<file path="config.mk">
export PLATFORM = sky130hd
export DESIGN_NAME = ahb_timer
export DESIGN_NICKNAME = d
export VERILOG_FILES = /design/src/rtl/ahb_timer_pkg.sv /design/src/rtl/ahb_timer_prescaler.sv /design/src/rtl/ahb_timer.sv
export SDC_FILE = /design/constraint.sdc
export NUM_CORES = 1
export LEC_CHECK = 0
export ABC_CLOCK_PERIOD_IN_PS = 4250
export BUFFER_PORTS_ARGS = -buffer_cell sky130_fd_sc_hd__buf_2
export CAP_MARGIN = 30
export CORE_ASPECT_RATIO = 1.5
export CORE_MARGIN = 5
export CORE_UTILIZATION = 40
export CTS_CLUSTER_SIZE = 10
export DETAILED_ROUTE_END_ITERATION = 8
export GPL_ROUTABILITY_DRIVEN = 0
export HOLD_SLACK_MARGIN = 0.03
export PLACE_DENSITY_LB_ADDON = 0.15
export SYNTH_ARGS = -nofsm -noshare
export SYNTH_HDL_FRONTEND = slang
export SYNTH_SLANG_ARGS = --single-unit
</file>
<file path="constraint.sdc">
create_clock -name clk -period 4.25 [get_ports clk]
set_input_delay 0 -clock clk [delete_from_list [all_inputs] [get_ports clk]]
set_output_delay 0 -clock clk [all_outputs]
set_load 0.03 [all_outputs]
</file>
<file path="src/rtl/ahb_timer_pkg.sv">
// Shared constants and types for the AHB-Lite timer: register word offsets,
// CTRL bit layout and HTRANS encodings.
package ahb_timer_pkg;

  localparam logic [2:0] OFF_CTRL     = 3'd0;
  localparam logic [2:0] OFF_LOAD     = 3'd1;
  localparam logic [2:0] OFF_VALUE    = 3'd2;
  localparam logic [2:0] OFF_STATUS   = 3'd3;
  localparam logic [2:0] OFF_PRESCALE = 3'd4;

  localparam int CTRL_EN   = 0;
  localparam int CTRL_IE   = 1;
  localparam int CTRL_MODE = 2;

  localparam logic [1:0] HTRANS_IDLE   = 2'b00;
  localparam logic [1:0] HTRANS_BUSY   = 2'b01;
  localparam logic [1:0] HTRANS_NONSEQ = 2'b10;
  localparam logic [1:0] HTRANS_SEQ    = 2'b11;

  // Field order matches the CTRL bit indices above (mode is the MSB).
  typedef struct packed {
    logic mode;
    logic ie;
    logic en;
  } ctrl_t;

endpackage

</file>
<file path="src/rtl/ahb_timer_prescaler.sv">
// Free-running 8-bit prescaler: emits a one-cycle tick every prescale+1
// enabled cycles; held at zero while disabled or on restart.
module timer_prescaler (
  input  logic       clk,
  input  logic       RSTn,
  input  logic       en,
  input  logic       restart,
  input  logic [7:0] prescale,
  output logic       tick
);

  logic [7:0] pcnt;

  assign tick = en && (pcnt == prescale);

  always_ff @(posedge clk or negedge RSTn) begin
    if (!RSTn) begin
      pcnt <= '0;
    end else if (!en || restart || tick) begin
      pcnt <= '0;
    end else begin
      pcnt <= pcnt + 8'd1;
    end
  end

endmodule

</file>
<file path="src/rtl/ahb_timer.sv">
// Zero-wait-state AHB-Lite slave wrapping a 32-bit down-counting timer with
// prescaler, periodic/one-shot modes and a level interrupt.
module ahb_timer
  import ahb_timer_pkg::*;
#(
  parameter int ADDR_W = 12
) (
  input  logic              clk,
  input  logic              RSTn,
  input  logic              HSEL,
  input  logic [ADDR_W-1:0] HADDR,
  input  logic [1:0]        HTRANS,
  input  logic [2:0]        HSIZE,
  input  logic              HWRITE,
  input  logic [31:0]       HWDATA,
  input  logic              HREADY,
  output logic              HREADYOUT,
  output logic              HRESP,
  output logic [31:0]       HRDATA,
  output logic              IRQ
);

  logic        dp_valid;
  logic        dp_write;
  logic [2:0]  dp_off;
  ctrl_t       ctrl;
  logic [31:0] load;
  logic [31:0] value;
  logic        flag;
  logic [7:0]  prescale;
  logic        tick;
  logic        expire;
  logic [31:0] rdata;

  logic addr_accept;
  logic wr_en, wr_ctrl, wr_load, wr_status, wr_prescale;
  logic restart;

  assign addr_accept = HSEL && HREADY &&
                       ((HTRANS == HTRANS_NONSEQ) || (HTRANS == HTRANS_SEQ));

  always_ff @(posedge clk or negedge RSTn) begin
    if (!RSTn) begin
      dp_valid <= 1'b0;
      dp_write <= 1'b0;
      dp_off   <= '0;
    end else begin
      dp_valid <= addr_accept;
      dp_write <= HWRITE;
      dp_off   <= HADDR[4:2];
    end
  end

  assign wr_en       = dp_valid && dp_write;
  assign wr_ctrl     = wr_en && (dp_off == OFF_CTRL);
  assign wr_load     = wr_en && (dp_off == OFF_LOAD);
  assign wr_status   = wr_en && (dp_off == OFF_STATUS);
  assign wr_prescale = wr_en && (dp_off == OFF_PRESCALE);
  assign restart     = wr_ctrl && HWDATA[CTRL_EN] && !ctrl.en;

  timer_prescaler u_prescaler (
    .clk      (clk),
    .RSTn     (RSTn),
    .en       (ctrl.en),
    .restart  (restart),
    .prescale (prescale),
    .tick     (tick)
  );

  assign expire = tick && (value == '0);

  // NOTE: non-blocking updates let later assignments in this block override
  // earlier ones on the same edge, so bus writes are placed last to win races.
  always_ff @(posedge clk or negedge RSTn) begin
    if (!RSTn) begin
      ctrl     <= '0;
      load     <= '0;
      value    <= '0;
      flag     <= 1'b0;
      prescale <= '0;
    end else begin
      if (tick) begin
        if (value != '0) begin
          value <= value - 32'd1;
        end else if (ctrl.mode) begin
          ctrl.en <= 1'b0;
        end else begin
          value <= load;
        end
      end
      if (wr_load) begin
        load  <= HWDATA;
        value <= HWDATA;
      end
      if (wr_ctrl) begin
        ctrl <= ctrl_t'(HWDATA[CTRL_MODE:CTRL_EN]);
      end
      if (wr_prescale) begin
        prescale <= HWDATA[7:0];
      end
      // A hardware set in the same cycle as a W1C keeps the flag asserted.
      flag <= expire || (flag && !(wr_status && HWDATA[0]));
    end
  end

  // NOTE: every always_comb output gets a default first so no path leaves it
  // unassigned, which would otherwise infer a latch.
  always_comb begin
    rdata = '0;
    case (dp_off)
      OFF_CTRL:     rdata = {29'd0, ctrl};
      OFF_LOAD:     rdata = load;
      OFF_VALUE:    rdata = value;
      OFF_STATUS:   rdata = {31'd0, flag};
      OFF_PRESCALE: rdata = {24'd0, prescale};
      default:      rdata = '0;
    endcase
  end

  assign HRDATA    = (dp_valid && !dp_write) ? rdata : 32'd0;
  assign HREADYOUT = 1'b1;
  assign HRESP     = 1'b0;
  assign IRQ       = flag && ctrl.ie;

  logic unused;
  assign unused = ^{HSIZE, HADDR[ADDR_W-1:5], HADDR[1:0]};

endmodule

</file>
==> qor.txt <==
SYNTH
-------------------------------------------------------------------------------------
Area fraction of the dominant cell type after synthesis                        41.97%
Sequential share of the synthesized area                                       41.97%
Post-Syn Nets                                                                     693
Post-Syn Instances                                                                636
Count of flip-flops with a built-in enable after synthesis                          0
Post-synthesis async set-or-reset flop share                                   100.0%
Yosys top cell by area                                                        dfrtp_1
Area fraction in compound gates after synthesis                                19.59%
Post-synthesis sequential element count                                            89
Combined area of all synthesized cells                                   0.005306 mm2
Adder-cell area share of the yosys netlist                                    0.7074%
Number of unique standard cell types used by synthesis                             65
Post-synthesis share of cell area spent on and, or, nand and nor gates         27.30%
Share of cell area taken by muxes after synthesis                              2.664%
Primary FF master, synth                                                      dfrtp_1
Top area cells in the synthesized netlist                                dfrtp_1 42%, nand2_1 8.7%, nor2_1 5.0%
Mapped Avg Cell Area                                                        8.343 um2
Combinational family with the most area after synthesis                  simple AND/OR/NAND/NOR gates
Yosys warnings                                                                      0
Parity-gate share of the synthesized area counting xor and xnor cells          3.301%

DETAILED ROUTING
-------------------------------------------------------------------------------------
Wirelength per Cell                                                          18.26 um
First DRT Iteration DRCs                                                          287
Vias post-DR                                                                     5148
DRT Pass-1 Iters                                                                    5
Remaining routing DRC violations                                                    0
ANT nets after route                                                                0
Vias per cell                                                                   5.771
Routed Wire Length                                                           16.29 mm

CLOCK TREE
-------------------------------------------------------------------------------------
Buffer count from post-CTS setup fixing                                             0
CTS root buffer                                                             clkbuf_16
Clk_lat worst skew                                                             340 ps
Buffer levels on the longest clock path                                             2
Clock tree sinks                                                                   89
CTS clock-pin slew for the worst setup and hold paths                           60 ps
Level count of the clock H-tree                                                     3
Clock buffer count from CTS                                                         9
TritonCTS clock tree                                                             done

FINAL LAYOUT
-------------------------------------------------------------------------------------
Share of cells above drive strength 1                                          16.51%
Final core utilization                                                         49.63%
Most frequent cells in the layout                                        123 x nand2_1, 89 x dfrtp_1, 72 x buf_2
# diodes                                                                            0
Final Cell Area                                                          0.006460 mm2
Area growth from synthesis to final layout                                     21.74%
Non-filler cells in the finished layout                                           892
Most common library cell in the layout ignoring fill and taps                 nand2_1
Net total in the final layout                                                     785

WORST SETUP PATH
-------------------------------------------------------------------------------------
Worst Setup End Kind                                                        flip-flop
Path type of the worst setup path                                             reg2reg
Signal arrival time at the worst endpoint                                     3270 ps
Cell family contributing the most delay on the critical path             simple AND/OR/NAND/NOR gates
Startpoint type of the worst setup path                                     flip-flop
Largest fanout of any net on the critical path                                     32
Total buffers and inverters traversed by the critical path                          1
Data required time of the critical path                                       4470 ps
Maximum single-stage delay on the critical path                                700 ps
List of cells traversed by the critical path                             nor3b_4 > nand3_2 > buf_4 > o311a_1 > a21oi_1 > a2bb2oi_1 > nand3_1
Cell with the largest stage delay on the worst path                           nor3b_4

STA
-------------------------------------------------------------------------------------
Final hold viol count                                                               0
Max Freq                                                                    327.7 MHz
Unrepaired setup endpoints after global routing                                    no
Min setup slack post-route                                                    1199 ps
Final critical path time including I/O delays and setup                       3051 ps
Pin slew with the least headroom to its limit                                825.6 ps
Worst relative slew slack                                                      44.45%
Clock skew                                                                   7.539 ps
Tcrit/Tclk final                                                               71.79%
Final slew viol count                                                               0
Number of failing setup endpoints in the final timing report                        0
Total negative slack                                                             0 ps

FLOORPLAN
-------------------------------------------------------------------------------------
Initial cell density of the core                                               40.76%
I/O pins                                                                           89
Area of the core                                                          0.01302 mm2
Area of the die                                                           0.01572 mm2
Number of placement rows                                                           51
Die Span Y                                                                   151.1 um
Die outline width                                                            104.0 um

FLOW RUN
-------------------------------------------------------------------------------------
Maxcap violations                                                                   0

PLACEMENT
-------------------------------------------------------------------------------------
Count of placed standard cells including taps                                     837
Pre-CTS setup slack                                                           1228 ps
Port Buffer Count                                                                  73
Instance area after placement                                            0.005793 mm2
Final HPWL DP                                                                11.75 mm

HOLD PATH
-------------------------------------------------------------------------------------
Class of the tightest hold or removal check                                  in2async

GLOBAL ROUTE
-------------------------------------------------------------------------------------
Vias in the first global route                                                   5231
GRT Total Usage                                                                21.03%
Total congestion overflow                                                           0
Number of antenna violations at the first check in global routing                   0
Maximum number of pins on one net before global-route repair                       50
First-pass GRT wire length                                                   26.95 mm

PWR
-------------------------------------------------------------------------------------
Sw Share                                                                       32.30%
Switch Pwr                                                                   805.9 uW
Proportion of power drawn by combinational gates                                19.8%
IR drop worst, VDD                                                          0.2043 mV
Cell area power density                                                  386.2 mW/mm2
Internal cell power                                                          1.689 mW
Register share of total power                                                   49.9%
Clock group share of total power                                                30.3%
Reported leakage power                                                       2.747 nW

RUN STATUS
-------------------------------------------------------------------------------------
Result of the run                                                           completed

-- kinds of logic (layout without fill, tap and decap cells) --
| logic type | Yosys count | in the layout |
|---|---|---|
| compound gates | 154 | 154 |
| xor+xnor | 20 | 20 |
| fa+ha+maj | 3 | 3 |
| buf+inv | 52 | 149 |
| flops | 89 | 89 |
| mux | 13 | 13 |
| other cells | 2 | 2 |
| simple gates | 303 | 303 |
-- power groups by stage --
stage	sequential (mW)	clock, mW	combinational [mW]
finish	1.25	0.756	0.493
global route	1.27	0.808	0.558
CTS	1.24	0.765	0.499
detailed placement	1.26	0	0.468
global placement	1.25	0	0.454
floorplan	1.16	0	0.393
-- worst register-to-register path, stage by stage (launching register included) --
cell and delay [ps]:
dfrtp_1 530, nor3b_4 700, nand3_2 600, buf_4 470, o311a_1 200, a21oi_1 150
a2bb2oi_1 200, nand3_1 90
-- Yosys cell counts (10+ instances only) --
| master | instances |
|---|---|
| a21oi_1 | 21 |
| a22oi_1 | 33 |
| a31oi_1 | 14 |
| buf_2 | 12 |
| clkbuf_1 | 26 |
| dfrtp_1 | 89 |
| nand2_1 | 123 |
| nand3_1 | 25 |
| nor2_1 | 71 |
| nor3_1 | 14 |
| nor4_1 | 12 |
| o211ai_1 | 10 |
| o21ai_0 | 25 |
| o21ai_1 | 10 |
| or3_1 | 10 |
| xnor2_1 | 13 |
-- timing repair --
item                      4_1_cts  5_1_grt
hold buffers                   39        0
gates resized for setup         0        0
hold endpoints to repair      111        0
-- state kept, by name, summed over array words and instances, names as in the netlist --
| register | count |
|---|---|
| value | 32 |
| dp_off | 3 |
| dp_write | 1 |
| dp_valid | 1 |
| u_prescaler.pcnt | 8 |
| flag | 1 |
| ctrl | 3 |
| load | 32 |
| prescale | 8 |
-- per-layer routing --
metal  wire length [um]  track usage, %  up-vias
met5                  0               0        -
met4                491           8.749        0
met3                776           3.625       37
met2               8100           36.53      149
met1               6923           25.84     2485
li1                   -               -     2477
-- worst paths after layout --
path	startpoint	endpoint	slack, ps	depth (start not counted)
max	dp_off[0]	value[14]	1200	7
min	RSTn	load[28]	180	2
max reg2reg	dp_off[0]	value[14]	1200	7
min reg2reg	load[11]	load[11]	510	2
max in group asynchronous	RSTn	load[7]	3020	3
min in group clk	HWRITE	dp_write	300	2
-- final cells by class --
class	instances	area, um2
Timing Repair Buffer	126	863.3
Fill cell	1311	6558
Clock buffer	14	264.0
Clock inverter	2	12.51
Inverter	7	26.28
Multi-Input combinational cell	495	2868
Sequential cell	89	2227
Tap cell	159	198.9
-- stage by stage --
stage | power, mW | hold slack, ps
floorplan | 1.551 | -295.6
global placement | 1.700 | 26.03
detailed placement | 1.723 | 22.84
CTS | 2.503 | 207.4
global route | 2.640 | 238.8
finish | 2.495 | 178.1
No activity file was read; power rests on OpenSTA's default activity.
